<file path="src/rtl/mem_arb_pkg.sv">
// mem_arb_pkg
//   Shared types and constants for the unified-memory port arbiter.
//   - arb_state_t : arbiter FSM states
//   - BE_WORD/BE_LO/BE_HI : byte-enable patterns for the 16-bit memory
//   - extend_byte : zero/sign extension of a loaded byte to a full word
package mem_arb_pkg;

  typedef enum logic [2:0] {
    ST_IDLE   = 3'd0,
    ST_FETCH  = 3'd1,
    ST_DATA   = 3'd2,
    ST_RESP_F = 3'd3,
    ST_RESP_D = 3'd4,
    ST_HALTED = 3'd5
  } arb_state_t;

  localparam logic [1:0] BE_WORD = 2'b11;
  localparam logic [1:0] BE_LO   = 2'b01;
  localparam logic [1:0] BE_HI   = 2'b10;

  // Widen a byte to a word; sign=1 replicates bit 7, sign=0 fills with zeros.
  function automatic logic [15:0] extend_byte(input logic [7:0] b, input logic sign);
    logic [7:0] fill;
    fill = sign ? {8{b[7]}} : 8'h00;
    extend_byte = {fill, b};
  endfunction

endpackage

</file>
<file path="src/rtl/mem_lane_align.sv">
// mem_lane_align
//   Purely combinational byte-lane logic for the data-memory path.
//   Ports:
//     word_en    in   1 : 1 = word access, 0 = byte access
//     ld_en      in   1 : byte load sign-extend (1) or zero-extend (0)
//     addr_lsb   in   1 : bit 0 of the data byte address
//     store_data in  16 : store data from the pipeline
//     load_word  in  16 : raw word returned by the memory
//     be         out  2 : byte enables for the memory request
//     lane_wdata out 16 : store data steered onto the active lane(s)
//     lane_rdata out 16 : load result after lane select and extension
//     misaligned out  1 : word access to an odd address
module mem_lane_align
  import mem_arb_pkg::*;
(
  input  logic        word_en,
  input  logic        ld_en,
  input  logic        addr_lsb,
  input  logic [15:0] store_data,
  input  logic [15:0] load_word,
  output logic [1:0]  be,
  output logic [15:0] lane_wdata,
  output logic [15:0] lane_rdata,
  output logic        misaligned
);

  // Lane steering for stores and lane select/extension for loads.
  always_comb begin
    be         = BE_WORD;
    lane_wdata = store_data;
    lane_rdata = load_word;
    misaligned = 1'b0;
    if (word_en) begin
      be         = BE_WORD;
      lane_wdata = store_data;
      lane_rdata = load_word;
      misaligned = addr_lsb;
    end else begin
      be = addr_lsb ? BE_HI : BE_LO;
      // Byte stores drive the byte on both lanes; the enables pick the one written.
      lane_wdata = {store_data[7:0], store_data[7:0]};
      if (addr_lsb) begin
        lane_rdata = extend_byte(load_word[15:8], ld_en);
      end else begin
        lane_rdata = extend_byte(load_word[7:0], ld_en);
      end
      misaligned = 1'b0;
    end
  end

endmodule

</file>
<file path="src/rtl/mem_port_arbiter.sv">
// mem_port_arbiter
//   Shares one single-port 16-bit memory between instruction fetch and the
//   data-memory stage. Data accesses win over fetches, every access uses a
//   registered req/ack handshake, and the stall outputs freeze the pipeline
//   while an access is outstanding. After halt no further fetches are issued.
//   Ports:
//     clk, rst                     : clock, synchronous active-high reset
//     if_req/if_addr               : fetch request and word address
//     if_rdata/if_valid/if_stall   : fetch result, completion pulse, stall
//     mem_read/mem_write/word_en/ld_en/d_addr/d_wdata : data request (EX/MEM)
//     halt                         : halt instruction in MEM stage
//     d_rdata/d_valid/d_stall      : data result, completion pulse, stall
//     align_err                    : pulse on word access to odd address
//     mem_req/mem_we/mem_be/mem_addr/mem_wdata : registered memory request
//     mem_rdata/mem_ack            : memory read data and completion
//     halted                       : arbiter is halted
module mem_port_arbiter
  import mem_arb_pkg::*;
#(
  parameter int ADDR_W = 16,
  parameter int DATA_W = 16
) (
  input  logic              clk,
  input  logic              rst,
  input  logic              if_req,
  input  logic [ADDR_W-1:0] if_addr,
  output logic [DATA_W-1:0] if_rdata,
  output logic              if_valid,
  output logic              if_stall,
  input  logic              mem_read,
  input  logic              mem_write,
  input  logic              word_en,
  input  logic              ld_en,
  input  logic              halt,
  input  logic [ADDR_W-1:0] d_addr,
  input  logic [DATA_W-1:0] d_wdata,
  output logic [DATA_W-1:0] d_rdata,
  output logic              d_valid,
  output logic              d_stall,
  output logic              align_err,
  output logic              mem_req,
  output logic              mem_we,
  output logic [1:0]        mem_be,
  output logic [ADDR_W-1:0] mem_addr,
  output logic [DATA_W-1:0] mem_wdata,
  input  logic [DATA_W-1:0] mem_rdata,
  input  logic              mem_ack,
  output logic              halted
);

  arb_state_t state;
  arb_state_t next_state;

  logic              dreq;
  logic              grant_fetch;
  logic              grant_data;
  logic              take_misalign;
  logic              fetch_done;
  logic              data_done;
  logic [1:0]        lane_be;
  logic [DATA_W-1:0] lane_wdata;
  logic [DATA_W-1:0] lane_rdata;
  logic              misaligned;

  assign dreq       = mem_read | mem_write;
  assign fetch_done = (state == ST_FETCH) & mem_ack;
  assign data_done  = (state == ST_DATA) & mem_ack;

  assign if_stall = if_req & ~if_valid;
  assign d_stall  = dreq & ~d_valid;

  mem_lane_align u_lane (
    .word_en    (word_en),
    .ld_en      (ld_en),
    .addr_lsb   (d_addr[0]),
    .store_data (d_wdata),
    .load_word  (mem_rdata),
    .be         (lane_be),
    .lane_wdata (lane_wdata),
    .lane_rdata (lane_rdata),
    .misaligned (misaligned)
  );

  // State register.
  always_ff @(posedge clk) begin
    if (rst) begin
      state <= ST_IDLE;
    end else begin
      state <= next_state;
    end
  end

  // Next-state and grant decode. A misaligned word access skips the memory
  // entirely and goes straight to the data response.
  always_comb begin
    next_state    = state;
    grant_fetch   = 1'b0;
    grant_data    = 1'b0;
    take_misalign = 1'b0;
    case (state)
      ST_IDLE: begin
        if (dreq) begin
          if (misaligned) begin
            next_state    = ST_RESP_D;
            take_misalign = 1'b1;
          end else begin
            next_state = ST_DATA;
            grant_data = 1'b1;
          end
        end else if (halt) begin
          next_state = ST_HALTED;
        end else if (if_req) begin
          next_state  = ST_FETCH;
          grant_fetch = 1'b1;
        end else begin
          next_state = ST_IDLE;
        end
      end
      ST_FETCH: begin
        if (mem_ack) begin
          next_state = ST_RESP_F;
        end else begin
          next_state = ST_FETCH;
        end
      end
      ST_DATA: begin
        if (mem_ack) begin
          next_state = ST_RESP_D;
        end else begin
          next_state = ST_DATA;
        end
      end
      ST_RESP_F: begin
        // The fetch just completed, so only data can be granted here.
        if (dreq) begin
          if (misaligned) begin
            next_state    = ST_RESP_D;
            take_misalign = 1'b1;
          end else begin
            next_state = ST_DATA;
            grant_data = 1'b1;
          end
        end else if (halt) begin
          next_state = ST_HALTED;
        end else begin
          next_state = ST_IDLE;
        end
      end
      ST_RESP_D: begin
        // EX/MEM still holds the finished request, so data is not re-granted.
        if (halt) begin
          next_state = ST_HALTED;
        end else if (if_req) begin
          next_state  = ST_FETCH;
          grant_fetch = 1'b1;
        end else begin
          next_state = ST_IDLE;
        end
      end
      ST_HALTED: begin
        next_state = ST_HALTED;
      end
      default: begin
        next_state = ST_IDLE;
      end
    endcase
  end

  // Memory request registers: loaded on grant, held until ack, then released.
  always_ff @(posedge clk) begin
    if (rst) begin
      mem_req   <= 1'b0;
      mem_we    <= 1'b0;
      mem_be    <= 2'b00;
      mem_addr  <= {ADDR_W{1'b0}};
      mem_wdata <= {DATA_W{1'b0}};
    end else if (grant_fetch) begin
      mem_req   <= 1'b1;
      mem_we    <= 1'b0;
      mem_be    <= BE_WORD;
      mem_addr  <= if_addr;
      mem_wdata <= {DATA_W{1'b0}};
    end else if (grant_data) begin
      mem_req   <= 1'b1;
      mem_we    <= mem_write;
      mem_be    <= lane_be;
      mem_addr  <= d_addr;
      mem_wdata <= lane_wdata;
    end else if (fetch_done | data_done) begin
      mem_req <= 1'b0;
      mem_we  <= 1'b0;
    end
  end

  // Response registers and one-cycle completion pulses.
  always_ff @(posedge clk) begin
    if (rst) begin
      if_rdata  <= {DATA_W{1'b0}};
      if_valid  <= 1'b0;
      d_rdata   <= {DATA_W{1'b0}};
      d_valid   <= 1'b0;
      align_err <= 1'b0;
      halted    <= 1'b0;
    end else begin
      if_valid  <= fetch_done;
      d_valid   <= data_done | take_misalign;
      align_err <= take_misalign;
      halted    <= (next_state == ST_HALTED);
      if (fetch_done) begin
        if_rdata <= mem_rdata;
      end
      if (data_done) begin
        d_rdata <= lane_rdata;
      end else if (take_misalign) begin
        d_rdata <= {DATA_W{1'b0}};
      end
    end
  end

endmodule

</file>
<file path="config.mk">
export PLATFORM = sky130hd
export DESIGN_NAME = mem_port_arbiter
export DESIGN_NICKNAME = d
export VERILOG_FILES = /design/src/rtl/mem_arb_pkg.sv /design/src/rtl/mem_lane_align.sv /design/src/rtl/mem_port_arbiter.sv
export SDC_FILE = /design/constraint.sdc
export NUM_CORES = 1
export LEC_CHECK = 0
export CORE_MARGIN = 4
export CORE_UTILIZATION = 38
export DETAILED_ROUTE_END_ITERATION = 10
export HOLD_SLACK_MARGIN = 0.03
export PLACE_DENSITY = 0.75
export SYNTH_ARGS = -nofsm -noshare
export SYNTH_HDL_FRONTEND = slang
export SYNTH_SLANG_ARGS = --single-unit
export TNS_END_PERCENT = 5
</file>
<file path="constraint.sdc">
create_clock -name clk -period 1.5 [get_ports clk]
set_input_delay 0.375 -clock clk [delete_from_list [all_inputs] [get_ports clk]]
set_output_delay 0.375 -clock clk [all_outputs]
set_load 0.005 [all_outputs]
</file>
==> key figures <==
CTS
  – Max clock buf depth: 2
  – Post-CTS Hold Fix Bufs: 0
  – Htree depth: 3
  – Worst-path clk slew: 80 ps
  – TritonCTS buffer count: 9
  – CTS tree: done
  – CTS Root Cell: clkbuf_8
  – Worst skew pair latency: between 300 and 400 ps
  – Clk sinks: 75

Yosys
  – Synth unique cells: 50
  – Yosys top cell area share: 0.4489
  – Post-synthesis mux area share: 0.05125
  – Cells after synthesis: about 350
  – Syn Area/Cell: 9.501 um^2
  – Synth Register Bits: 75
  – Post-synthesis compound-gate area fraction: 0.1444
  – Yosys top cell by area: dfxtp_1
  – Mapped Area: approximately 3300 um^2
  – Yosys warns: 0
  – Synth top area cells: dfxtp_1 45%, nand2_1 5.9%, nor2_1 5.2%, mux2i_1 4.8%, nor4_2 4.5%
  – Adder and majority cell fraction of the synthesized area: 0
  – Synth Area in Simple Gates: 0.2802
  – Async S/R FF share, synth: 0
  – Largest family of logic cells by synthesized area: simple AND/OR/NAND/NOR gates
  – Post-synth top flop: dfxtp_1
  – Number of synthesized flops with an enable pin: 0
  – XOR/XNOR share of the synthesized area: 0.01085
  – Syn nets: 425
  – Seq/Total Area, Yosys: 0.4489

Die
  – Die Area: roughly 10000 um^2
  – Core ar.: about 8400 um^2
  – Die extent in y: 101.8 um
  – Row cnt: 33
  – # IOs: 147
  – Die W: 101.8 um
  – Initial core utilization: 0.3990

Route
  – First drt pass iteration count: 5
  – Antenna-violating nets left: 0
  – Via density: 5.138
  – Post-Route WL: 10930 um
  – DRC errors left: 0
  – Initial DRC count: 134
  – Via count: 3283
  – Wire length per cell: ~17 um

Worst setup path
  – Critical Path AT: 1750 ps
  – CP Class: in -> reg
  – Critical Path End Type: flip-flop
  – CP required: 1730 ps
  – Nature of the critical path startpoint: primary input
  – CP max FO: 3

Timing
  – Fin crit period: 1512 ps
  – Worst Skew: 8.180 ps
  – Slew Limit Headroom: 0.6510
  – Final Setup Violations: 1
  – Setup ws final: -12.42 ps
  – FMAX: 0.6612 GHz
  – Final hold violations: 0
  – RSZ-0062 raised after global routing: yes
  – Worst Tran Pin Value: ~520 ps
  – Setup_tns: -12.42 ps
  – Final worst path period share: 1.008
  – Fin. max-slew vios: 0

Outcome
  – Status: finished, violations left
  – Failing checks: negative setup slack

Pwr
  – Total Power: 6.497 mW
  – Comb power frac: 0.381
  – Max VDD drop: 0.6524 mV
  – Leak: approximately 2.4 nW
  – Switching Power: between 2 and 2.5 mW
  – Power Dens Cells: 1193 nW/um^2
  – Clk network pwr share: 0.237
  – Sw Share: 0.3147
  – Power Internal: between 4 and 5 mW
  – Flop pwr share: 0.382

Placement
  – Buffers added on ports: 146
  – Hpwl dp: roughly 7800 um
  – RePlAce Congestion: approximately 0.86

Final layout
  – Share of layout cells above drive strength 1: 0.2285
  – Final core utilization: 0.6495
  – Area delta synth->final: 62.78%
  – Most frequent cells in the layout: 77 x dlygate4sd2_1, 65 x clkdlybuf4s50_1, 62 x dfxtp_1
  – # nets final: 602
  – Antenna fix cells: 0
  – Commonest non-fill, non-tap cell in the layout: dlygate4sd2_1

Flow run
  – Max-Cap Viols: 0

Min path
  – Hold crit path type: in -> reg

GRT
  – GRT Overall Usage: 0.2082
  – First-pass GRT wire length: 16860 um
  – Vias in the first global route: 3312
  – Initial antenna violation count: 0
  – Largest net degree at the start of global routing: 28
  – Gr ovfl total: 0
kinds of logic after synthesis:
kind of cell / count (synthesis)
simple gates: 164
buf+inv: 28
mux: 17
flops: 75
xor+xnor: 2
compound gates: 66
through the flow:
| stage | area [um^2] | worst slack, ps | hold slack [ps] | instances |
|---|---|---|---|---|
| global route | 5444 | -75.66 | 380.7 | 639 |
| floorplan | 3344 | 108.1 | 452.5 | 352 |
| global placement | 5061 | -517.9 | 442.5 | 610 |
| CTS | 5361 | -36.14 | 341.5 | 635 |
| detailed placement | 5061 | -557.9 | 448.2 | 610 |
| finish | 5444 | -12.42 | 369.3 | 639 |
synthesized netlist by cell type, types with 4 or more instances:
| cell | count |
|---|---|
| dfxtp_1 | 75 |
| nand2_1 | 53 |
| nor2_1 | 46 |
| a21oi_1 | 28 |
| mux2i_1 | 16 |
| nor3_2 | 12 |
| nor4_2 | 12 |
| nand2b_1 | 11 |
| buf_2 | 10 |
| a22o_1 | 8 |
| o2bb2ai_1 | 8 |
| a211oi_1 | 7 |
| nor3_1 | 7 |
| buf_6 | 6 |
| nor4_1 | 5 |
| nor2b_1 | 4 |
final cells by class:
class	instances	area, um^2
fillers	701	2938
inverters	2	7.507
flip-flops and latches	75	1525
clock inverters	5	52.55
well taps	105	131.4
multi-input cells	249	1679
clock buffers	11	141.4
repair buffers	192	1907
repair_timing:
item	4_1_cts	5_1_grt
pin swaps	18	15
endpoints found under the setup margin	129	41
gates cloned	4	0
setup buffers	5	4
resized for setup	109	13
metal layers:
metal | vias up | global-route usage | part of all wire
li1 | 1599 | - | -
met1 | 1561 | 0.2549 | 0.41
met2 | 100 | 0.3491 | 0.50
met3 | 23 | 0.05119 | 0.065
met4 | 0 | 0.08981 | 0.026
met5 | - | 0 | 0
path summary, 6_finish.rpt:
path | cells after the start | endpoint | start | slack (ps)
max | 5 | halted$_SDFF_PP0_ | mem_ack | -10
max reg2reg | 5 | halted$_SDFF_PP0_ | state[0]$_SDFF_PP0_ | 10
min reg2reg | 2 | if_rdata[5]$_SDFFE_PP0P_ | if_rdata[5]$_SDFFE_PP0P_ | 460
min | 2 | mem_req$_SDFFE_PP0P_ | rst | 370
worst max-delay path: stages:
cell	delay, ps
clkdlybuf4s50_1	440
and4bb_1	260
a41o_4	290
a21o_1	170
o211a_1	200
power by group through the flow:
stage / logic, mW / clock network (mW) / registers, mW
floorplan: 1.23 / 0 / 2.52
global placement: 2.30 / 0 / 2.51
detailed placement: 2.34 / 0 / 2.53
CTS: 2.40 / 1.58 / 2.47
global route: 2.66 / 1.68 / 2.52
finish: 2.48 / 1.54 / 2.48
sequential cells by signal, indices dropped and copies added, names as in the netlist:
signal     flops
mem_we         1
mem_wdata     16
state          3
if_valid       1
mem_be         2
halted         1
if_rdata      16
align_err      1
mem_req        1
d_valid        1
mem_addr      16
d_rdata       16
No activity file was read; power rests on OpenSTA's default activity.
